[src/rtl/uart_time_parser.sv]
`timescale 1ns/1ps
// Parses "$YYYYMMDDhhmmss<CR|LF>" from a UART byte stream into BCD date/time
// with a one-cycle load strobe, or an error strobe with a cause code.
module uart_time_parser #(
  parameter int unsigned TIMEOUT_CYCLES = 200_000_000
) (
  input  logic        clk,
  input  logic        reset_n,
  input  logic        start,
  input  logic [7:0]  rx_data,
  input  logic        rx_valid,
  output logic        busy,
  output logic [15:0] year_bcd,
  output logic [7:0]  month_bcd,
  output logic [7:0]  day_bcd,
  output logic [7:0]  hour_bcd,
  output logic [7:0]  minute_bcd,
  output logic [7:0]  second_bcd,
  output logic        time_valid,
  output logic        error,
  output logic [1:0]  err_code
);

  localparam int unsigned CNT_W = (TIMEOUT_CYCLES > 1) ? $clog2(TIMEOUT_CYCLES) : 1;
  localparam logic [CNT_W-1:0] CNT_LAST = CNT_W'(TIMEOUT_CYCLES - 1);

  localparam logic [7:0] CH_SOF = 8'h24;
  localparam logic [7:0] CH_CR  = 8'h0D;
  localparam logic [7:0] CH_LF  = 8'h0A;
  localparam logic [7:0] CH_0   = 8'h30;
  localparam logic [7:0] CH_9   = 8'h39;

  localparam logic [1:0] ERR_CHAR  = 2'b01;
  localparam logic [1:0] ERR_RANGE = 2'b10;
  localparam logic [1:0] ERR_TMO   = 2'b11;

  typedef enum logic [2:0] {
    S_IDLE     = 3'd0,
    S_WAIT_SOF = 3'd1,
    S_DIGITS   = 3'd2,
    S_WAIT_EOL = 3'd3,
    S_CHECK    = 3'd4
  } state_t;

  state_t            r_state;
  state_t            w_next;
  logic [CNT_W-1:0]  r_cnt;
  logic [3:0]        r_dcnt;
  logic [55:0]       r_shift;
  logic              r_busy;
  logic [55:0]       r_time;
  logic              r_time_valid;
  logic              r_error;
  logic [1:0]        r_err_code;

  logic              w_arm;
  logic              w_shift_en;
  logic              w_dclr;
  logic              w_load;
  logic              w_err;
  logic [1:0]        w_err_code;
  logic              w_is_digit;
  logic              w_is_sof;
  logic              w_is_eol;
  logic              w_tmo;
  logic              w_range_ok;

  // BCD compare is order-preserving once every nibble is a decimal digit.
  function automatic logic in_range(input logic [7:0] v, input logic [7:0] lo,
                                    input logic [7:0] hi);
    return (v >= lo) && (v <= hi);
  endfunction

  function automatic logic fields_ok(input logic [55:0] f);
    return in_range(f[39:32], 8'h01, 8'h12) && in_range(f[31:24], 8'h01, 8'h31) &&
           in_range(f[23:16], 8'h00, 8'h23) && in_range(f[15:8],  8'h00, 8'h59) &&
           in_range(f[7:0],   8'h00, 8'h59);
  endfunction

  assign w_is_digit = rx_valid && (rx_data >= CH_0) && (rx_data <= CH_9);
  assign w_is_sof   = rx_valid && (rx_data == CH_SOF);
  assign w_is_eol   = rx_valid && ((rx_data == CH_CR) || (rx_data == CH_LF));
  assign w_tmo      = (r_cnt == CNT_LAST);
  assign w_range_ok = fields_ok(r_shift);

  // Next-state and strobe decisions
  always_comb begin
    w_next     = r_state;
    w_arm      = 1'b0;
    w_shift_en = 1'b0;
    w_dclr     = 1'b0;
    w_load     = 1'b0;
    w_err      = 1'b0;
    w_err_code = 2'b00;
    case (r_state)
      S_IDLE: begin
        if (start) begin
          w_next = S_WAIT_SOF;
          w_arm  = 1'b1;
        end else begin
          w_next = S_IDLE;
        end
      end
      S_WAIT_SOF: begin
        if (w_tmo) begin
          w_next     = S_IDLE;
          w_err      = 1'b1;
          w_err_code = ERR_TMO;
        end else if (w_is_sof) begin
          w_next = S_DIGITS;
          w_dclr = 1'b1;
        end else begin
          w_next = S_WAIT_SOF;
        end
      end
      S_DIGITS: begin
        if (w_tmo) begin
          w_next     = S_IDLE;
          w_err      = 1'b1;
          w_err_code = ERR_TMO;
        end else if (w_is_digit) begin
          w_shift_en = 1'b1;
          w_next     = (r_dcnt == 4'd13) ? S_WAIT_EOL : S_DIGITS;
        end else if (w_is_sof) begin
          w_dclr = 1'b1;
        end else if (rx_valid) begin
          w_next     = S_IDLE;
          w_err      = 1'b1;
          w_err_code = ERR_CHAR;
        end else begin
          w_next = S_DIGITS;
        end
      end
      S_WAIT_EOL: begin
        // A terminator in the timeout cycle still completes the frame.
        if (w_is_eol) begin
          w_next = S_CHECK;
        end else if (w_tmo) begin
          w_next     = S_IDLE;
          w_err      = 1'b1;
          w_err_code = ERR_TMO;
        end else if (rx_valid) begin
          w_next     = S_IDLE;
          w_err      = 1'b1;
          w_err_code = ERR_CHAR;
        end else begin
          w_next = S_WAIT_EOL;
        end
      end
      S_CHECK: begin
        w_next = S_IDLE;
        if (w_range_ok) begin
          w_load = 1'b1;
        end else begin
          w_err      = 1'b1;
          w_err_code = ERR_RANGE;
        end
      end
      default: begin
        w_next = S_IDLE;
      end
    endcase
  end

  // State register
  always_ff @(posedge clk or negedge reset_n) begin
    if (!reset_n) begin
      r_state <= S_IDLE;
    end else begin
      r_state <= w_next;
    end
  end

  // Frame timer, digit counter and digit shift register
  always_ff @(posedge clk or negedge reset_n) begin
    if (!reset_n) begin
      r_cnt   <= '0;
      r_dcnt  <= 4'd0;
      r_shift <= 56'h0;
    end else begin
      if (w_arm) begin
        r_cnt <= '0;
      end else if ((r_state == S_WAIT_SOF) || (r_state == S_DIGITS) ||
                   (r_state == S_WAIT_EOL)) begin
        r_cnt <= r_cnt + CNT_W'(1);
      end
      if (w_arm || w_dclr) begin
        r_dcnt <= 4'd0;
      end else if (w_shift_en) begin
        r_dcnt <= r_dcnt + 4'd1;
      end
      if (w_shift_en) begin
        r_shift <= {r_shift[51:0], rx_data[3:0]};
      end
    end
  end

  // Registered outputs
  always_ff @(posedge clk or negedge reset_n) begin
    if (!reset_n) begin
      r_busy       <= 1'b0;
      r_time       <= 56'h20000101000000;
      r_time_valid <= 1'b0;
      r_error      <= 1'b0;
      r_err_code   <= 2'b00;
    end else begin
      r_busy       <= (w_next != S_IDLE);
      r_time_valid <= w_load;
      r_error      <= w_err;
      if (w_load) begin
        r_time <= r_shift;
      end
      if (w_err) begin
        r_err_code <= w_err_code;
      end
    end
  end

  assign busy       = r_busy;
  assign year_bcd   = r_time[55:40];
  assign month_bcd  = r_time[39:32];
  assign day_bcd    = r_time[31:24];
  assign hour_bcd   = r_time[23:16];
  assign minute_bcd = r_time[15:8];
  assign second_bcd = r_time[7:0];
  assign time_valid = r_time_valid;
  assign error      = r_error;
  assign err_code   = r_err_code;

endmodule

[config.mk]
export PLATFORM = sky130hd
export DESIGN_NAME = uart_time_parser
export DESIGN_NICKNAME = d
export VERILOG_FILES = /design/src/rtl/uart_time_parser.sv
export SDC_FILE = /design/constraint.sdc
export NUM_CORES = 1
export LEC_CHECK = 0
export ABC_AREA = 1
export CORE_ASPECT_RATIO = 0.8
export CORE_MARGIN = 3
export CORE_UTILIZATION = 29
export DETAILED_ROUTE_END_ITERATION = 8
export DONT_BUFFER_PORTS = 1
export PLACE_DENSITY_LB_ADDON = 0.15
export SYNTH_ARGS = -nofsm -noshare
export SYNTH_HDL_FRONTEND = slang
export SYNTH_SLANG_ARGS = --single-unit
[constraint.sdc]
create_clock -name clk -period 1.9 [get_ports clk]
set_input_delay 0.19 -clock clk [delete_from_list [all_inputs] [get_ports clk]]
set_output_delay 0.19 -clock clk [all_outputs]
set_load 0.02 [all_outputs]
==> results of run 1 <==
cell families (layout without fill, tap and decap cells):
logic type	after synthesis	after routing	synth area share (%)
xor+xnor	2	2	0.245
compound gates	73	73	5.36
simple gates	529	532	32.5
fa+ha+maj	3	3	0.525
flops	152	152	53.3
buf+inv	128	206	8.07
state kept, by name, indices dropped and copies added, names as in the netlist:
register and count:
r_shift 56, r_time 56, r_cnt 28, r_dcnt 4
r_state 3, err_code 2, busy 1, error 1
time_valid 1
cells in the final DEF, fill, tap and decap left out, drive strengths merged, types with 4 or more instances in the layout:
master	instances
inv	100
buf	78
clkbuf	18
nand2	330
a21oi	17
clkinv	4
nand3	36
o21ai	49
nor3	17
nand4	67
dfrtp	149
nor2	74
repair_timing:
| item | 4_1_cts | 5_1_grt |
|---|---|---|
| buffers inserted | 0 | 4 |
| gates cloned | 1 | 3 |
| endpoints found under the hold margin | 155 | 152 |
| setup endpoints to repair | 40 | 119 |
| resized for setup | 1 | 17 |
| pin swaps | 0 | 4 |
worst max path at each step:
stage	from	endpoint	cells after the start	slack, ps
2_1_floorplan	r_cnt[0]	r_shift[46]	12	270
3_3_place_gp	r_cnt[0]	r_shift[20]	9	-170
3_5_place_dp	r_cnt[0]	r_dcnt[3]	10	-210
4_1_cts	r_state[2]	r_shift[4]	8	30
5_1_grt	r_cnt[10]	r_cnt[25]	10	-4
6_report	r_state[2]	r_shift[37]	8	160
per-stage QoR:
stage          std cells  cell area (um^2)  total power [mW]  util [%]  setup slack [ps]
6_report            1280              8720              7.71      36.6               156
5_1_grt             1280              8720              8.07      36.6             -4.08
4_1_cts             1273              8580              7.81      36.0              25.3
3_5_place_dp        1237              7940              4.28      33.3              -207
3_3_place_gp        1237              7940              4.28      33.3              -167
2_1_floorplan        887              7150              3.89         -               270
critical path: stages, from the launching register on:
cell and delay (ps):
dfrtp_1 370, inv_2 140, nand3_4 180, buf_4 200
inv_1 180, nand3_4 190, clkbuf_16 240, nand2_1 60
o21ai_0 70
metal layers:
layer	global-route usage (%)	part of all wire, %	vias to the layer above
met1	23.1	53	2736
met2	20.0	42	122
met3	3.39	4.3	18
met5	0	0	-
met4	4.26	1.0	0
li1	-	-	3005
power by group:
part	switching, mW	internal [mW]
Sequential	0.0852	3.34
Clock	1.58	1.88
Combinational	0.459	0.361
layout make-up:
class	count	area, um^2	area share, %
inverter	92	345	3.96
timing repair buffer	82	691	7.92
clock buffer	17	425	4.88
multi-input combinational	610	2880	33.1
clock inverter	15	178	2.04
sequential	152	3810	43.7
tap	312	390	4.48
synthesized netlist by cell type (all sizes together):
library cell / number
a31oi: 1
nor3: 17
and3: 1
a211oi: 1
xor2: 2
a21oi: 17
nor4: 3
ha: 3
clkbuf: 10
o211ai: 2
a221oi: 1
o21bai: 2
nand3b: 3
nor3b: 1
nor2: 71
buf: 26
dfstp: 3
nand3: 36
inv: 92
dfrtp: 149
o21ai: 49
nand4: 67
nand2: 330
==> impl_results.md, run 1 <==
- Status: complete, but fails checks
- Failing checks: negative hold slack
- Total wire length: 19300 um
- # Max-Cap Violations: 0
- Post-synthesis cell count: 887
- Synth Net Count: ~900
- Synth top area cells: dfrtp_1 (52%), nand2_1 (17%), nand4_1 (5.9%)
- Pins Over Slew Limit: 0
- Count of final hold-check violations: 152
- CP Class: flip-flop to flip-flop
- Core Area: 23800 um^2
- Post-CTS Hold Fix Bufs: 3
- First-pass GRT wire length: around 32000 um
- Yosys top cell by area: dfrtp_1
- CP Launch Type: flip-flop
- RSZ-0062 raised after global routing: yes
- Fraction of layout cells with a size suffix above 1: 16.1%
- Nets: 970
- Period utilisation layout: 91.8%
- Synth cell types: 34
- Initial Utilization: 30.0%
- CTS root buf: clkbuf_16
- Leakage power total: 4.47 nW
- Worst Hold Class: input port to async pin
- Antenna cells: 0
- Total global-route track usage: 14.8%
- Cell area power density: 884 nW/um^2
- I/O Buffers: 0
- FF+latch count, synth: between 150 and 200
- Min Tclk post-route: around 1700 ps
- Worst hold slack: -543 ps
- Antenna violations before repair: 0
- Clock Latency Late Sink: 440 ps
- Worst reg2reg path depth: 8
- Aggregate global routing overflow: 0
- Post-DP HPWL: 13000 um
- IO Pins: 73
- Post-DR vias/cell: 4.59
- CTS tree: built
- Die span in y: 146 um
- Num CTS Buffers: 17
- Filler cells: 2486
- Worst R2R Setup Slack: 160 ps
- Fin Setup TNS: 0 ps
- Fmax: 573 MHz
- Largest net degree at the start of global routing: 153
- Worst Path Required: 2220 ps
- Clk buf depth: 2
- Post-synth top area share: approximately 52%
- Synth Area per Inst: roughly 8.1 um^2
- Detailed Routing Iterations Pass 1: 5
- Die Area: 26600 um^2
- Slew @ Worst Pin: 477 ps
- Initial drt markers: between 400 and 500
- Final Wtd Congestion: 0.824
- Worst path arrival time: 2070 ps
- Crit Reg-Reg Startpoint: r_state[2]
- Max Clock Skew: between 15 and 20 ps
- Residual DRC: 0
- Vias in the first global route: between 5000 and 6000
- Chip width: roughly 180 um
- RR Endpoint: r_shift[37]
- Drt wl/cell: 15.1 um
- Sequential area share after synthesis: 53.3%
- Final setup violation count: 0
- Warnings, synthesis: 0
- Clk slew on worst S/H paths: 70 ps
- Worst Path Max Fanout: 18
- Mapped Area: 7150 um^2
- Worst Setup End Kind: flip-flop
- H-tree Lvls: 4
- Slew margin rel.: 68.0%
- Area grow syn2layout: 22.0%
- Vias: between 5000 and 6000
- Post-route antenna net violation count: 0
- Sink Count: 152
- Max VDD drop: 0.650 mV
- Row count: 50
Note: power is estimated with default switching activity, not from simulation.
==> run 2: changes to the inputs <==
--- a/config.mk
+++ b/config.mk
@@ -5,7 +5,6 @@
 export SDC_FILE = /design/constraint.sdc
 export NUM_CORES = 1
 export LEC_CHECK = 0
-export ABC_AREA = 1
 export CORE_ASPECT_RATIO = 0.8
 export CORE_MARGIN = 3
 export CORE_UTILIZATION = 29
==> run 2 against run 1 <==
Against the previous run:
- the flow finishes with violations (negative hold slack, negative setup slack)
- count of clock-buffer cells in the layout up 3
- register-to-register slack got worse by 490 ps
- global-route usage fell by 1.2 points
- sequential share of layout area fell by 2.4 points
- total power down 1.9%
- sequential cell count stayed put
- routed wire length shrank 7.7%
- worst hold slack gained 13 ps
- design area grew 5.9%
- fmax shrank 22%
- non-clock buffer count is 50 higher
- critical path depth did not move
- critical path type unchanged
- critical endpoint is now r_time[8]
- largest cell class unchanged
==> impl_results.md, run 2 <==
- Leakage power total: 4.55 nW (was 4.47 nW)
- # Max-Cap Violations: 0 (unchanged)
- Residual DRC: 0 (unchanged)
- Worst path arrival time: 2540 ps (was 2070 ps)
- Detailed Routing Iterations Pass 1: 4 (was 5)
- CTS tree: built (unchanged)
- Synth cell types: 57 (was 34)
- Slew margin rel.: 67.0% (was 68.0%)
- Worst Path Max Fanout: 7 (was 18)
- Post-layout util: 42.0% (was 36.6%)
- Initial drt markers: 357 (was 495)
- Vias in the first global route: 4754 (was 5712)
- Post-synth ARST share: 100% (unchanged)
- Non-Filler Instances: 1046 (was 1280)
- Failing checks: negative hold slack, negative setup slack (was negative hold slack)
- Biggest regs: r_shift (56), r_time (56), r_cnt (28) (unchanged)
- Post-route antenna net violation count: 0 (unchanged)
- WL met3: 1110 um (was 835 um)
- RSZ-0062 raised after global routing: yes (unchanged)
- Initial Utilization: 30.1% (was 30.0%)
- Final Wtd Congestion: 0.766 (was 0.824)
- Nets: 748 (was 970)
- Multi-input logic area: 3050 um^2 (was 2880 um^2)
- CTS root buf: clkbuf_16 (unchanged)
- Synth Net Count: 620 (was 902)
- Post-synth EDFFs: 0 (unchanged)
- Min Tclk post-route: 2240 ps (was 1740 ps)
- CP Launch Type: flip-flop (unchanged)
- Worst Setup End Kind: flip-flop (unchanged)
- Vias: 4810 (was 5881)
- Pre-CTS setup slack: -295 ps (was -207 ps)
- Clk buf depth: 2 (unchanged)
- DP Cell Count: 976 (was 1237)
- Fmax: 447 MHz (was 573 MHz)
- Drt wl/cell: 17.0 um (was 15.1 um)
- First-pass GRT wire length: 26600 um (was 31700 um)
- Num CTS Buffers: 17 (unchanged)
- Sink Count: 152 (unchanged)
- Warnings, synthesis: 0 (unchanged)
- Max VDD drop: 0.596 mV (was 0.650 mV)
- Highest routed layer: met4 (unchanged)
- Post-DP HPWL: 10800 um (was 13000 um)
- Sequential area share after synthesis: 57.6% (was 53.3%)
- Post-synth top area share: 56.4% (was 52.2%)
- Total global-route track usage: 13.6% (was 14.8%)
- Period utilisation layout: 118% (was 91.8%)
- Total wire length: 17800 um (was 19300 um)
- Largest net degree at the start of global routing: 153 (unchanged)
- Fin Setup TNS: -16000 ps (was 0 ps)
- Post-synth top cells: nand2_1 (183), dfrtp_1 (149), nor2_1 (39) (was nand2_1 (324), dfrtp_1 (149), inv_1 (83))
- Chip width: 175 um (was 182 um)
- Worst reg2reg path depth: 8 (unchanged)
- CP Class: flip-flop to flip-flop (unchanged)
- Row count: 48 (was 50)
- Post-CTS Hold Fix Bufs: 5 (was 3)
- Aggregate global routing overflow: 0 (unchanged)
- Most common cell after layout, fill and taps aside: dfrtp_1 (was nand2_1)
- Die Area: 24700 um^2 (was 26600 um^2)
- Core Area: 22000 um^2 (was 23800 um^2)
- Status: complete, but fails checks (unchanged)
- Slew @ Worst Pin: 494 ps (was 477 ps)
- Cell area power density: 819 nW/um^2 (was 884 nW/um^2)
- Met2 wire len: 7410 um (was 8010 um)
- Clk slew on worst S/H paths: 60 ps (was 70 ps)
- Worst hold slack: -530 ps (was -543 ps)
- Synth Area per Inst: 10.9 um^2 (was 8.06 um^2)
- Count of final hold-check violations: 152 (unchanged)
- FF+latch count, synth: 152 (unchanged)
- Antenna cells: 0 (unchanged)
- Post-DR vias/cell: 4.60 (was 4.59)
- Clock Latency Late Sink: 420 ps (was 440 ps)
- Top-count cell post-synth: nand2_1 (unchanged)
- Yosys top cell by area: dfrtp_1 (unchanged)
- Synth top area cells: dfrtp_1 (56%), nand2_1 (10%), mux2_4 (6.8%) (was dfrtp_1 (52%), nand2_1 (17%), nand4_1 (5.9%))
- H-tree Lvls: 4 (unchanged)
- M1 WL: 9090 um (was 10200 um)
- Fraction of layout cells with a size suffix above 1: 39.1% (was 16.1%)
- Mapped Area: 6620 um^2 (was 7150 um^2)
- Most frequent cells in the layout: dfrtp_1 (147), nand2_1 (129), buf_4 (94), mux2_4 (41), nand2_2 (39) (was nand2_1 (322), dfrtp_1 (149), inv_1 (83), buf_4 (74), nand4_1 (67))
- Pins Over Slew Limit: 0 (unchanged)
- IO Pins: 73 (unchanged)
- Area grow syn2layout: 39.6% (was 22.0%)
- Worst Hold Class: input port to async pin (unchanged)
- Antenna violations before repair: 0 (unchanged)
- Most common flop cell mapped by yosys: dfrtp_1 (unchanged)
- Worst setup margin: -336 ps (was 156 ps)
- I/O Buffers: 0 (unchanged)
- Die span in y: 141 um (was 146 um)
- Worst Path Required: 2210 ps (was 2220 ps)
- Register area: 3810 um^2 (about the same)
- Max Clock Skew: 8.48 ps (was 16.9 ps)
- Post-synthesis cell count: 605 (was 887)
- Final setup violation count: 65 (was 0)
- Filler cells: 2123 (was 2486)
-- run 2: cell count changes after synthesis, sizes merged, moves of 17 or more --
cell   previous run  this run
o21ai            49         9
xor2              2        19
nand3            36        16
inv              92         5
nor2             71        40
nand2           330       183
mux2              0        47
nand4            67        14
-- run 2: what timing repair did --
item                                    in CTS  in global routing
gates cloned                                 2                 13
pin swaps                                    0                 59
endpoints found under the hold margin      157                152
endpoints found under the setup margin      80                117
resized for setup                           25                110
setup buffers                                1                 19
-- run 2: metal layers --
layer  up-vias  track usage (%)
li1       2315                -
met5         -                0
met1      2396             20.2
met2        86             18.4
met4         0             3.90
met3        13             5.04
-- run 2: area by class of cell --
cell class,instances,share of cell area [%]
Sequential cell,152,41.2
Tap cell,300,4.06
Inverter,5,0.203
Timing Repair Buffer,132,14.9
Clock inverter,12,1.61
Clock buffer,20,4.94
Multi-Input combinational cell,425,33.0
-- run 2: path summary, 6_finish.rpt --
path | start | slack [ps] | to
worst max-delay path | r_shift[38] | -340 | r_time[8]
worst min-delay path | reset_n | -530 | r_time[51]
worst max register to register | r_shift[38] | -340 | r_time[8]
worst min register to register | r_shift[54] | 490 | r_shift[54]
max in group asynchronous | reset_n | 2080 | r_time[24]
min in group clk | rx_data[3] | 30 | r_state[2]
-- run 2: report_power, final --
part,switching (mW),internal (mW)
clock network,1.34,2.13
logic,0.308,0.339
registers,0.0974,3.34
total,1.75,5.82
-- run 2: stage by stage --
step | total power [mW] | area [um^2]
floorplan | 3.78 | 6620
global placement | 4.02 | 7610
detailed placement | 4.04 | 7610
CTS | 7.59 | 8460
global route | 7.92 | 9240
finish | 7.56 | 9240
-- run 2: kinds of logic after synthesis --
kind of cell | count (synthesis) | share of synthesized area, %
flops | 152 | 57.6
fa+ha+maj | 3 | 0.567
buf+inv | 28 | 2.76
mux | 47 | 9.70
compound gates | 39 | 4.22
xor+xnor | 28 | 3.71
simple gates | 308 | 21.5
-- run 2: worst max-delay path: stages, from the launching register on --
cell and delay (ps):
dfrtp_1 370, or4_4 560, nor4_4 140, nand4_1 200, nor2_4 150, buf_6 130, buf_12 110, buf_12 120
mux2_2 330
